## config.mk

```make
export PLATFORM = sky130hd
export DESIGN_NAME = regfile_scoreboard
export DESIGN_NICKNAME = d
export VERILOG_FILES = /design/src/rtl/regfile_scoreboard.sv
export SDC_FILE = /design/constraint.sdc
export NUM_CORES = 2
export LEC_CHECK = 0
export ABC_AREA = 1
export ABC_CLOCK_PERIOD_IN_PS = 41100
export CAP_MARGIN = 0
export CORE_ASPECT_RATIO = 1.5
export CORE_MARGIN = 1
export CORE_UTILIZATION = 30
export DETAILED_ROUTE_END_ITERATION = 6
export PLACE_DENSITY = 0.5
export SETUP_SLACK_MARGIN = 0.5
export SLEW_MARGIN = 20
export SYNTH_ARGS = -nofsm -noshare
export SYNTH_HDL_FRONTEND = slang
export SYNTH_SLANG_ARGS = --single-unit
```

## constraint.sdc

```tcl
create_clock -name clk -period 41.1 [get_ports clk]
set_clock_uncertainty 0.15 [all_clocks]
set_input_delay 8.22 -clock clk [delete_from_list [all_inputs] [get_ports clk]]
set_output_delay 8.22 -clock clk [all_outputs]
set_load 0.05 [all_outputs]
```

## src/rtl/regfile_scoreboard.sv

```systemverilog
// Register file with a per-register busy scoreboard and a pending-producer count.
// Define REGFILE_SCOREBOARD_BYPASS_EN to forward same-cycle writes to the read ports.
module regfile_scoreboard #(
    parameter int DATA_W   = 32,
    parameter int ADDR_W   = 5,
    parameter int LINK_REG = 31
) (
    input  logic              clk,
    input  logic              rst,
    input  logic              we,
    input  logic [ADDR_W-1:0] waddr,
    input  logic [DATA_W-1:0] wdata,
    input  logic              link,
    input  logic [DATA_W-1:0] link_data,
    input  logic [ADDR_W-1:0] raddr1,
    input  logic [ADDR_W-1:0] raddr2,
    output logic [DATA_W-1:0] rdata1,
    output logic [DATA_W-1:0] rdata2,
    input  logic              issue,
    input  logic [ADDR_W-1:0] issue_addr,
    output logic              busy1,
    output logic              busy2,
    output logic              stall,
    output logic [ADDR_W:0]   pending
);

    localparam int DEPTH = 2 ** ADDR_W;
    localparam logic [ADDR_W-1:0] LINK_IDX = ADDR_W'(LINK_REG);

    logic [DATA_W-1:0] regs_q [DEPTH];
    logic [DEPTH-1:0]  busy_q, busy_d;
    logic [ADDR_W:0]   pending_q, pending_d;

    logic we_commit, link_commit;
    logic [ADDR_W-1:0] raddr_v [2];
    logic [DATA_W-1:0] rd_v    [2];
    logic              bz_v    [2];

    // A write only commits outside reset, and never to index 0.
    assign we_commit   = we && (waddr != '0) && !rst;
    assign link_commit = link && (LINK_IDX != '0) && !rst;

    always_comb begin
        // NOTE: every always_comb output gets a default first, so no path can infer a latch.
        busy_d = busy_q;
        if (we_commit)
            busy_d[waddr] = 1'b0;
        if (link_commit)
            busy_d[LINK_IDX] = 1'b0;
        if (issue && (issue_addr != '0))
            busy_d[issue_addr] = 1'b1;
        busy_d[0] = 1'b0;

        pending_d = '0;
        for (int i = 0; i < DEPTH; i++)
            pending_d = pending_d + (ADDR_W + 1)'(busy_d[i]);
    end

    // NOTE: the array is reset explicitly because every register must read zero after reset.
    always_ff @(posedge clk or posedge rst) begin
        if (rst) begin
            for (int i = 0; i < DEPTH; i++)
                regs_q[i] <= '0;
            busy_q    <= '0;
            pending_q <= '0;
        end else begin
            // NOTE: non-blocking updates; the later link assignment wins over we on LINK_REG.
            if (we_commit)
                regs_q[waddr] <= wdata;
            if (link_commit)
                regs_q[LINK_IDX] <= link_data;
            busy_q    <= busy_d;
            pending_q <= pending_d;
        end
    end

    assign raddr_v[0] = raddr1;
    assign raddr_v[1] = raddr2;

    always_comb begin
        for (int p = 0; p < 2; p++) begin
            rd_v[p] = (raddr_v[p] == '0) ? '0 : regs_q[raddr_v[p]];
            bz_v[p] = busy_q[raddr_v[p]];
`ifdef REGFILE_SCOREBOARD_BYPASS_EN
            if (link_commit && (raddr_v[p] == LINK_IDX)) begin
                rd_v[p] = link_data;
                bz_v[p] = 1'b0;
            end else if (we_commit && (raddr_v[p] == waddr)) begin
                rd_v[p] = wdata;
                bz_v[p] = 1'b0;
            end
`endif
        end
    end

    assign rdata1  = rd_v[0];
    assign rdata2  = rd_v[1];
    assign busy1   = bz_v[0];
    assign busy2   = bz_v[1];
    assign stall   = bz_v[0] | bz_v[1];
    assign pending = pending_q;

endmodule

```

# After elaboration in Yosys (flattened, before gate mapping)
# Cells that the tools add are included.
dict set report totals {
  reg_bits 1061
  latchBits 0
  ramBits 0
  romBits 0
  out_inout_bits 73
  word_cells 118
  n_memories 0
}
dict set report op_classes {
  addsub 30
  multipliers 0
  div_mod_pow 0
  magnitude_cmp 10
  n_eq_ne 0
  shifts 0
  n_mux 24
  bitwise 7
  n_reduce_logical 13
}
# cell n
set ops {}
lappend ops {{1024-bit bitwise mux} 1}
lappend ops {{32-bit 2-to-1 mux} 11}
lappend ops {{32-bit binary-select mux with 5-bit select} 2}
lappend ops {{32-bit demux with 5-bit select} 1}
lappend ops {{6-bit by 1-bit adder with 6-bit output} 25}
lappend ops {{32-bit AND} 1}
lappend ops {{32-bit inverter} 1}
lappend ops {{32-bit OR} 1}
lappend ops {{5-bit by 6-bit < comparator with 1-bit output (second input constant)} 4}
lappend ops {{6-bit >= comparator (second input constant)} 3}
lappend ops {{5-bit inverter with 6-bit output} 3}
lappend ops {{1-bit binary-select mux with 5-bit select} 2}
lappend ops {{1-bit demux with 5-bit select} 2}
lappend ops {{5-bit by 1-bit >= comparator with 1-bit output (second input constant)} 2}
lappend ops {{5-bit zero test} 2}
lappend ops {{5-bit nonzero test} 2}
lappend ops {{1-bit logical AND} 7}
lappend ops {{5-bit by 1-bit adder with 6-bit output} 1}
lappend ops {{6-bit by 1-bit < comparator with 1-bit output (second input constant)} 1}
lappend ops {{4-bit by 1-bit adder with 5-bit output} 1}
lappend ops {{1-bit 2-to-1 mux} 5}
lappend ops {{3-bit by 1-bit adder with 4-bit output} 1}
lappend ops {{2-bit by 1-bit adder with 3-bit output} 1}
lappend ops {{1-bit by 1-bit adder with 2-bit output} 1}
lappend ops {{3 further kinds} 3}

# Logic depth before layout (Yosys ltp)
dict set report logic_depth {
  ltp_word 40
  mapped_depth 26
  mapped_depth_nobuf 24
}

# Worst setup path after synthesis
# OpenSTA, ideal clock, no wires.
dict set report synth_path {
  kind {in2reg}
  start {input rst}
  end {register pending_q[4], in the netlist pending[4]}
  setup_time_ns 0.123
  arrival_time_ns 34.459
  path_slack_ns 6.368
  path_stages 21
  path_buffers 1
  cell_sequence {inv_1 > nand2_1 > inv_1 > nor2_1 > clkbuf_1 > nand2_1 > o21ai_0 > fa_1 > fa_1 > fa_1 > inv_1 > fa_1 > inv_1 > fa_1 > inv_1 > fa_1 > inv_1 > fa_1 > nand3_1 > nand3_1 > xor2_1}
}
# item line
set synth_lines {}
lappend synth_lines {{start: declaration} 9} ;# input logic rst,
lappend synth_lines {{1-bit zero test (no source line) (*)} --}
lappend synth_lines {{1-bit logical AND} 40} ;# assign we_commit = we && (waddr != '0) && !rst;
lappend synth_lines {{32-bit 2-to-1 mux} 46} ;# if (we_commit)
lappend synth_lines {{1-bit 2-to-1 mux (*)} 48} ;# if (link_commit)
lappend synth_lines {{32-bit OR (no source line)} --}
lappend synth_lines {{32-bit 2-to-1 mux (*)} 50} ;# if (issue && (issue_addr != '0))
lappend synth_lines {{via busy_d[31]} 31} ;# logic [DEPTH-1:0] busy_q, busy_d;
lappend synth_lines {{6-bit by 1-bit adder with 6-bit output (*)} 56} ;# pending_d = pending_d + (ADDR_W + 1)'(busy_d[i]);
lappend synth_lines {{via pending_d[4]} 32} ;# logic [ADDR_W:0] pending_q, pending_d;
lappend synth_lines {{end signal: assignment} 73} ;# pending_q <= pending_d;
lappend synth_lines {{end: declaration} 32}
# The timed path passes the listed nets; every way through them passes the cells marked *.
# A chain may end at the register's enable or synchronous reset.

# Worst setup path in the final report
dict set report layout_path {
  start {input raddr2[0]}
  end {output rdata2[24]}
}
dict set report layout_between {
  elab_chain_cells 5
}
# item line
set layout_lines {}
lappend layout_lines {{start: declaration} 16} ;# input logic [ADDR_W-1:0] raddr2,
lappend layout_lines {{5-bit inverter with 6-bit output (implied by the code)} 82} ;# rd_v[p] = (raddr_v[p] == '0) ? '0 : regs_q[raddr_v[p]];
lappend layout_lines {{32-bit binary-select mux with 5-bit select} 82}
lappend layout_lines {{32-bit 2-to-1 mux (implied by the code) (2 in series)} 82}
lappend layout_lines {{32-bit 2-to-1 mux (*)} 82}
lappend layout_lines {{end: declaration} 18} ;# output logic [DATA_W-1:0] rdata2,
# Every way passes the cells marked *; elsewhere a longest branch is shown, timed or not. The select of a mux whose other input is x is not followed.

==> metrics <==
status=complete, but fails checks; failing checks=DRC; Req. time, crit path=32.73 ns; #FFs+latches synth=1061; Worst path most repeated cell=nand2_1; fin util=33.4%; CTS sink count=1061; routability cong.=0.872; Final nets=8651; RSZ-0062 raised after global routing=no; Root Driver=clkbuf_16; die height=553 um; Slew headroom=20.0%; Synth Instances=8898; clock buffer depth=3; internal power=2160 uW; crit path kind=in2out; worst skew pair latency=0.73 ns; routed vias/inst=5.42; PortBufs=161; post-synth design cell area=60800 um2; Initial Util=30.1%; CP cell instances=buf_8 > inv_8 > buf_4 > buf_4 > nand2_1 > nand3_1 > nand3_1 > nand2_1 > nand2_1 > nand2_1 > nor2_1 > nor2_1 > clkdlybuf4s50_1; sequential area share after synthesis=43.7%; Post-Route Setup TNS=0 ns; worst slew pin tran=1.20 ns; vias in the first global route=58000; wire per inst=25.3 um; layout cells sized above 1=4.50%; CTS tree=built; DRC=26; Routed Antenna Nets=0; cts hold-fix bufs=0; # IOs=162; setup bufs post-CTS=0; Initial DRC Count=7919; HPWL after DPL=165000 um; Post-CTS Resized=0; via count=61200; NetSw=1210 uW; syn nets=9017; Yosys warning count=0; Post-synth ARST share=100%; dpl cells=11100; CP Data Arrival Time=13.20 ns; MaxCap Viol Count=0; hold path depth=0; combinational share of power=28.6%; Worst setup SP type=input port; Max Fclk=46.4 MHz; Slew Limit Fails=0; first-pass GRT wire length=414000 um; Synth Area per Inst=6.83 um2; Net Sw Frac=36.0%; TritonCTS buffer count=111; largest net degree at the start of global routing=144; VDD IR max=0.124 mV; most frequent cells in the layout=3529 x nand2_1, 1083 x nand3_1, 1061 x dfrtp_1, 790 x o21ai_0, 475 x inv_1; predominant post-synthesis flop cell=dfrtp_1; Layout area overhead=10.7%; commonest non-fill, non-tap cell in the layout=nand2_1; die area=204000 um2; final setup fails=0; fillcell total=21900; CP Max Fanout=100; die extent in x=370 um; GRT Util Overall=27.4%; total grt overflow=0; Max stage delay on crit path=1.00 ns; CTS H-Tree Depth=3; Post-Route WL=286000 um; initial antenna violation count=23; Post-synth EDFFs=0; Hold Path Class=reg2reg; hold slack=0.252 ns; register share of total power=39.2%; clock-pin slew on the worst setup and hold paths=0.06 ns; Slowest-stage cell, CP=buf_4; PwrDens=50.1 nW/um2; Distinct cells, synth=39; core box area=202000 um2; P_leak=0.0312 uW; worst r2r path cells=19; fin cells=11300; Critical Path End Type=output port; final worst-path cycle share=52.5%; crit path time final=21.57 ns; row count=202; clock power share=32.2%; DR pass1 iterations=7; hold violation count in the final report=0
final cells by class:
class	instances	area, um2	area share [%]
clock buffers	172	3390	5.04
repair buffers	292	2720	4.04
inverters	498	1920	2.85
multi-input cells	6568	29000	43.1
diodes	7	17.5	0.0260
clock inverters	31	410	0.610
well taps	2652	3320	4.93
flip-flops and latches	1061	26600	39.4
layer usage:
| layer | wire length, um | vias to the layer above | global-route usage (%) | share of wire [%] |
|---|---|---|---|---|
| met5 | 49 | - | 0 | 0.017 |
| met4 | 15000 | 8 | 12.7 | 5.2 |
| met3 | 24300 | 669 | 4.17 | 8.5 |
| met2 | 131000 | 3181 | 44.3 | 46 |
| met1 | 116000 | 29700 | 35.8 | 40 |
| li1 | - | 27700 | - | - |
critical path: cells and delay by family:
kind	cells	cell delay, ns
buffers and inverters	5	3.57
and+or+nand+nor	8	1.12
power groups by stage:
stage / logic, uW / registers [uW] / clock network, uW
after floorplan: 650 / 1320 / 0
after global placement: 946 / 1330 / 0
after detailed placement: 958 / 1330 / 0
after CTS: 960 / 1320 / 1100
after global routing: 1090 / 1340 / 1140
final: 963 / 1320 / 1090
synth_stat cells, types with 13 or more instances:
cell	number	share of area (%)
nand3_1	1089	9.0
dfrtp_1	1061	44
buf_2	278	2.3
a21oi_1	209	1.7
clkbuf_1	357	2.2
fa_1	23	0.76
nor3_1	13	0.11
o21ai_0	790	6.5
inv_1	483	3.0
nor2_1	444	2.7
o211ai_1	47	0.58
nand4_1	20	0.21
o311ai_0	32	0.46
nand2_1	3531	22
buf_4	43	0.53
buf_6	29	0.54
o21ai_1	309	2.5
buf_1	58	0.36
cell families after synthesis:
logic type	share of synthesized area, %
adders and majority gates	0.901
and+or+nand+nor	34.3
AOI/OAI and AO/OA	12.1
DFF	43.7
buffers and inverters	9.06
xor gates and xnor gates	0.0432
state kept, by name, summed over array words and instances (netlist names):
| name | cells |
|---|---|
| busy_q | 31 |
| regs_q | 1024 |
| pending | 6 |
path summary, 6_finish.rpt:
check,start,slack (ns),end
setup / recovery,raddr2[0],19.53,rdata2[24]
hold / removal,regs_q[1000]$_DFFE_PP0P_,0.25,regs_q[1000]$_DFFE_PP0P_
max in group asynchronous,rst,27.90,regs_q[430]$_DFFE_PP0P_
hold reg to reg,regs_q[1000]$_DFFE_PP0P_,0.25,regs_q[1000]$_DFFE_PP0P_
min in group asynchronous,rst,8.23,regs_q[696]$_DFFE_PP0P_
setup reg to reg,busy_q[28]$_DFF_PP0_,35.87,pending[4]$_DFF_PP0_
through the flow:
stage	instance area [um2]	setup WS (ns)	power, uW
after detailed placement	63500	19.67	2290
after global placement	63500	19.68	2280
after CTS	67300	19.66	3380
final	67300	19.53	3370
after floorplan	60800	2.85	1970
after global routing	67300	19.40	3570
Power figures use the tool's default switching activity.
